[config.mk]
export PLATFORM = sky130hd
export DESIGN_NAME = neuron_mac
export DESIGN_NICKNAME = d
export VERILOG_FILES = /design/src/rtl/neuron_pkg.sv /design/src/rtl/neuron_requant.sv /design/src/rtl/neuron_mac.sv
export SDC_FILE = /design/constraint.sdc
export NUM_CORES = 1
export LEC_CHECK = 0
export CAP_MARGIN = 20
export CORE_AREA = 2 2 145 182
export CTS_CLUSTER_DIAMETER = 30
export DETAILED_ROUTE_END_ITERATION = 8
export DIE_AREA = 0 0 147 184
export DONT_BUFFER_PORTS = 1
export PLACE_DENSITY_LB_ADDON = 0.1
export SKIP_CTS_REPAIR_TIMING = 1
export SLEW_MARGIN = 10
export SYNTH_ARGS = -nofsm -noshare
export SYNTH_HDL_FRONTEND = slang
export SYNTH_SLANG_ARGS = --single-unit
[constraint.sdc]
create_clock -name clk -period 4.1 [get_ports clk]
set_input_delay 0.205 -clock clk [delete_from_list [all_inputs] [get_ports clk]]
set_output_delay 0.205 -clock clk [all_outputs]
set_load 0.01 [all_outputs]
[src/rtl/neuron_pkg.sv]
// Q8.8 constants and the FSM state type for the neuron datapath.
// Shared by neuron_mac, neuron_requant and the downstream sigmoid stage.
package neuron_pkg;

    localparam int          DATA_W    = 16;
    localparam int          FRAC_BITS = 8;
    localparam logic [15:0] Q_MAX     = 16'h7FFF;
    localparam logic [15:0] Q_MIN     = 16'h8000;

    typedef enum logic [1:0] {
        IDLE,
        ACC,
        FIN,
        DONE
    } state_t;

endpackage

[src/rtl/neuron_requant.sv]
// Requantises a Q(ACC_W-16).16 accumulator to saturated Q8.8.
// Build option: NEURON_MAC_ROUND_EN selects round-half-up; otherwise floor.
module neuron_requant
    import neuron_pkg::*;
#(
    parameter int ACC_W = 40
) (
    input  logic signed [ACC_W-1:0]  i_acc,
    output logic signed [DATA_W-1:0] o_z
);

`ifdef NEURON_MAC_ROUND_EN
    localparam logic signed [ACC_W-1:0] RND = ACC_W'(1) <<< (FRAC_BITS - 1);
`else
    localparam logic signed [ACC_W-1:0] RND = '0;
`endif

    localparam logic signed [ACC_W-1:0] SAT_HI = ACC_W'($signed(Q_MAX));
    localparam logic signed [ACC_W-1:0] SAT_LO = ACC_W'($signed(Q_MIN));

    function automatic logic signed [DATA_W-1:0] sat(input logic signed [ACC_W-1:0] v);
        if (v > SAT_HI)
            return $signed(Q_MAX);
        else if (v < SAT_LO)
            return $signed(Q_MIN);
        else
            return v[DATA_W-1:0];
    endfunction

    logic signed [ACC_W-1:0] w_rnd;
    logic signed [ACC_W-1:0] w_shf;

    assign w_rnd = i_acc + RND;
    assign w_shf = w_rnd >>> FRAC_BITS;
    assign o_z   = sat(w_shf);

endmodule

[src/rtl/neuron_mac.sv]
// Neuron pre-activation: bias + sum of N_INPUTS Q8.8 products, saturated to Q8.8.
// Rounding behaviour is set by NEURON_MAC_ROUND_EN inside neuron_requant.
module neuron_mac
    import neuron_pkg::*;
#(
    parameter int N_INPUTS = 16,
    parameter int ACC_W    = 40
) (
    input  logic                     clk,
    input  logic                     rst,
    input  logic                     in_valid,
    output logic                     in_ready,
    input  logic signed [DATA_W-1:0] x_in,
    input  logic signed [DATA_W-1:0] w_in,
    input  logic signed [DATA_W-1:0] bias_in,
    output logic                     out_valid,
    input  logic                     out_ready,
    output logic signed [DATA_W-1:0] z_out
);

    localparam int CNT_W = $clog2(N_INPUTS + 1);

    state_t                    r_state;
    state_t                    w_next;
    logic [CNT_W-1:0]          r_cnt;
    logic signed [ACC_W-1:0]   r_acc;
    logic signed [DATA_W-1:0]  r_z;
    logic signed [DATA_W-1:0]  w_z;
    logic signed [2*DATA_W-1:0] w_prod;
    logic signed [ACC_W-1:0]   w_prod_ext;
    logic signed [ACC_W-1:0]   w_bias_ext;
    logic                      w_beat;
    logic                      w_last;

    // Q8.8 x Q8.8 gives Q16.16; bias is lifted to the same binary point.
    assign w_prod     = x_in * w_in;
    assign w_prod_ext = ACC_W'(w_prod);
    assign w_bias_ext = ACC_W'(bias_in) <<< FRAC_BITS;
    assign w_beat     = in_valid && in_ready;
    assign w_last     = (r_cnt == CNT_W'(N_INPUTS - 1));

    always_comb begin
        w_next    = r_state;
        in_ready  = 1'b0;
        out_valid = 1'b0;
        case (r_state)
            IDLE: begin
                in_ready = rst;
                if (w_beat)
                    w_next = (N_INPUTS == 1) ? FIN : ACC;
            end
            ACC: begin
                in_ready = rst;
                if (w_beat && w_last)
                    w_next = FIN;
            end
            FIN: w_next = DONE;
            DONE: begin
                out_valid = 1'b1;
                if (out_ready)
                    w_next = IDLE;
            end
            default: w_next = IDLE;
        endcase
    end

    always_ff @(posedge clk or negedge rst) begin
        if (!rst) begin
            r_state <= IDLE;
            r_cnt   <= '0;
            r_acc   <= '0;
            r_z     <= '0;
        end else begin
            r_state <= w_next;
            if (w_beat) begin
                if (r_state == IDLE) begin
                    r_acc <= w_bias_ext + w_prod_ext;
                    r_cnt <= CNT_W'(1);
                end else begin
                    r_acc <= r_acc + w_prod_ext;
                    r_cnt <= r_cnt + CNT_W'(1);
                end
            end
            if (r_state == FIN)
                r_z <= w_z;
        end
    end

    neuron_requant #(
        .ACC_W(ACC_W)
    ) u_requant (
        .i_acc(r_acc),
        .o_z  (w_z)
    );

    assign z_out = r_z;

endmodule
==> flow_metrics.env <==
export IMPL_cpPeakStageDelay_ns=0.54
export IMPL_clk_latency_ns=0.36
export IMPL_fin_crit_sh_pct=179
export IMPL_antenna_found_initial=0
export IMPL_drc=0
export IMPL_grt_max_degree=65
export IMPL_min_to="r_state[0]$_DFFE_PN0P_"
export IMPL_hold_viol=0
export IMPL_r2r_end="r_acc[38]$_DFFE_PN0P_"
export IMPL_post_place_cells=2431
export IMPL_setup_viol=34
export IMPL_critPathBufInv=4
export IMPL_numClockSinks=63
export IMPL_cts_max_level=3
export IMPL_drv_slew=0
export IMPL_crit_required_ns=4.33
export IMPL_failed_checks="negative setup slack"
export IMPL_cpMaxStageDelayCell="fa_2"
export IMPL_synth_seq_area_share_pct=9.72
export IMPL_syn2layout_area_growth_pct=28.6
export IMPL_dr_pass1_iters=5
export IMPL_yosys_warnings=0
export IMPL_post_route_util_pct=82.8
export IMPL_syn_area_per_cell_sq_um=8.64
export IMPL_synth_ff_type="dfrtp_1"
export IMPL_clk_path_buf_depth=2
export IMPL_synth_cells=1878
export IMPL_syn_nets=2347
export IMPL_critPathLaunchType="primary input"
export IMPL_wire_per_inst_um=19.4
export IMPL_drt_iter0_markers=1006
export IMPL_dp_slack_ns=-3.51
export IMPL_critPathTopFamily="adder cells"
export IMPL_num_rows=65
export IMPL_synth_area_top_cells="fa_1, ha_1, dfrtp_1, inv_1, and2_1"
export IMPL_start_util_pct=64.3
export IMPL_grt_pass1_vias=15400
export IMPL_antennaDiodeCount=0
export IMPL_synth_top_cell_area_share_pct=32.6
export IMPL_relSlewSlack_pct=52.0
export IMPL_core_area_sq_um=25200
export IMPL_fp_dieArea_sq_um=27000
export IMPL_timing_final_ws_setup_ns=-3.24
export IMPL_critical_path_class="in2reg"
export IMPL_yosysTopAreaCell="fa_1"
export IMPL_hold_ws_ns=0.179
export IMPL_rrSetupSlack_ns=0.89
export IMPL_grt_util_all_layers_pct=33.3
export IMPL_worst_path_max_fanout=16
export IMPL_finalNonFillerCells=2478
export IMPL_vias_per_cell=5.91
export IMPL_rr_worst_depth=12
export IMPL_wl_mm=48.1
export IMPL_grt_remaining_overflow=0
export IMPL_critPathCaptureType="flip-flop"
export IMPL_period_minus_slack_ns=7.34
export IMPL_dr_total_vias=14600
export IMPL_synth_edf_count=0
export IMPL_reg2reg_from="r_acc[0]$_DFFE_PN0P_"
export IMPL_synth_cell_types=86
export IMPL_synth_seq_cells=63
export IMPL_port_buffer_count=0
export IMPL_syn_cell_area_sq_um=16200
export IMPL_skew_ns=0.0122
export IMPL_worst_slew_pin_slew_ns=0.721
export IMPL_min_path_type="in2reg"
export IMPL_cts_tree="yes"
export IMPL_grt_pass1_wl_mm=73.0
export IMPL_clk_pin_slew_ns=0.06
export IMPL_hp_start="out_ready"
export IMPL_ant_nets=0
export IMPL_final_nets=2608
export IMPL_globalplace_congestion=0.927
export IMPL_ys_async_sr_fraction_pct=100
export IMPL_maxCapViolCount=0
export IMPL_fmax_ghz=0.136
export IMPL_cts_buffers=9
export IMPL_cts_root_buf="clkbuf_16"
export IMPL_arrival_ns=7.57
export IMPL_place_hpwl_mm=34.5
export IMPL_outcome="complete, but fails checks"
export IMPL_rsz0062_at_grt="yes"
export IMPL_die_y_um=184
export IMPL_drive_gt1_share_pct=29.5
export IMPL_hold_depth=2
export IMPL_die_width_um=147
export IMPL_ios=70
==> state kept, by name, indices dropped and copies added (netlist names) <==
register and cells:
z_out 16, r_cnt 5, r_state 2, r_acc 40
==> placed cells by master, fill, tap and decap left out, types with 15 or more instances in the layout <==
cell / netlist / routed
a21oi_1: 84 / 51
xnor2_2: 0 / 15
and2_1: 130 / 107
nor3_1: 22 / 17
and2_4: 0 / 24
inv_1: 342 / 308
fa_2: 0 / 18
a21oi_2: 6 / 28
buf_4: 0 / 277
xnor2_1: 49 / 33
inv_2: 0 / 33
o22ai_1: 15 / 15
a21o_1: 31 / 31
ha_4: 0 / 35
nand2_1: 194 / 183
nand3_1: 23 / 18
ha_1: 153 / 111
dfrtp_1: 63 / 63
o21ai_1: 12 / 34
xor2_1: 21 / 16
o21a_1: 15 / 15
fa_1: 264 / 246
nor2_1: 109 / 92
o21ai_0: 75 / 38
buf_6: 1 / 30
==> kinds of logic (layout without fill, tap and decap cells) <==
group | after synthesis | count (layout) | share of synthesized area [%]
XOR/XNOR | 70 | 70 | 3.78
flip-flops | 63 | 63 | 9.72
adder cells (fa/ha/maj) | 417 | 417 | 44.4
buffers and inverters | 402 | 667 | 9.36
AND/OR/NAND/NOR | 564 | 564 | 17.3
multiplexers | 9 | 9 | 0.571
AO/OA/AOI/OAI | 353 | 353 | 14.9
==> cell usage after synthesis, drive strengths merged, types with 31 or more instances <==
cell type  number
inv           342
fa            264
nand2         195
ha            153
and2          131
nor2          109
a21oi          90
o21ai          89
dfrtp          63
clkbuf         54
xnor2          49
a21o           31
==> how the worst max path moves through the flow <==
| stage | startpoint | end | depth (start not counted) |
|---|---|---|---|
| floorplan | w_in[4] | r_acc[33]$_DFFE_PN0P_ | 34 |
| global placement | x_in[9] | r_acc[37]$_DFFE_PN0P_ | 31 |
| detailed placement | w_in[6] | r_acc[31]$_DFFE_PN0P_ | 29 |
| CTS | w_in[6] | r_acc[31]$_DFFE_PN0P_ | 29 |
| global route | w_in[6] | r_acc[29]$_DFFE_PN0P_ | 29 |
| finish | x_in[9] | r_acc[29]$_DFFE_PN0P_ | 29 |
==> worst register-to-register path: stages, from the launching register on <==
cell and delay, ns:
dfrtp_1 0.40, ha_1 0.26, fa_1 0.45, a211oi_2 0.33, o21ai_1 0.13, nand3b_2 0.16
a2111oi_4 0.09, buf_4 0.18, o311ai_4 0.37, nand2_2 0.14, a221oi_2 0.29, xnor2_1 0.10
o221a_1 0.20
==> layout make-up <==
cell class,count,area (sq um)
Inverter,342,1290
Tap cell,335,419
Fill cell,1469,4350
Sequential cell,63,1580
Clock buffer,10,239
Timing Repair Buffer,310,2470
Multi-Input combinational cell,1413,14800
Clock inverter,5,106
==> through the flow <==
| stage | TNS (ns) | cell area (sq um) |
|---|---|---|
| after floorplan | -75.86 | 16900 |
| after global placement | -88.73 | 19000 |
| after detailed placement | -91.60 | 19000 |
| after CTS | -80.99 | 19400 |
| after global routing | -87.39 | 20900 |
| final | -80.56 | 20900 |
==> routing by layer <==
metal,vias up,part of all wire [%],global-route usage (%)
li1,6566,-,-
met1,7273,38,40.8
met2,636,51,59.7
met3,169,6.6,4.64
met4,0,4.1,12.6
met5,-,0,0
Power is not shown: default switching activity piles up to over one toggle a cycle in this logic, so the estimate is an artifact.
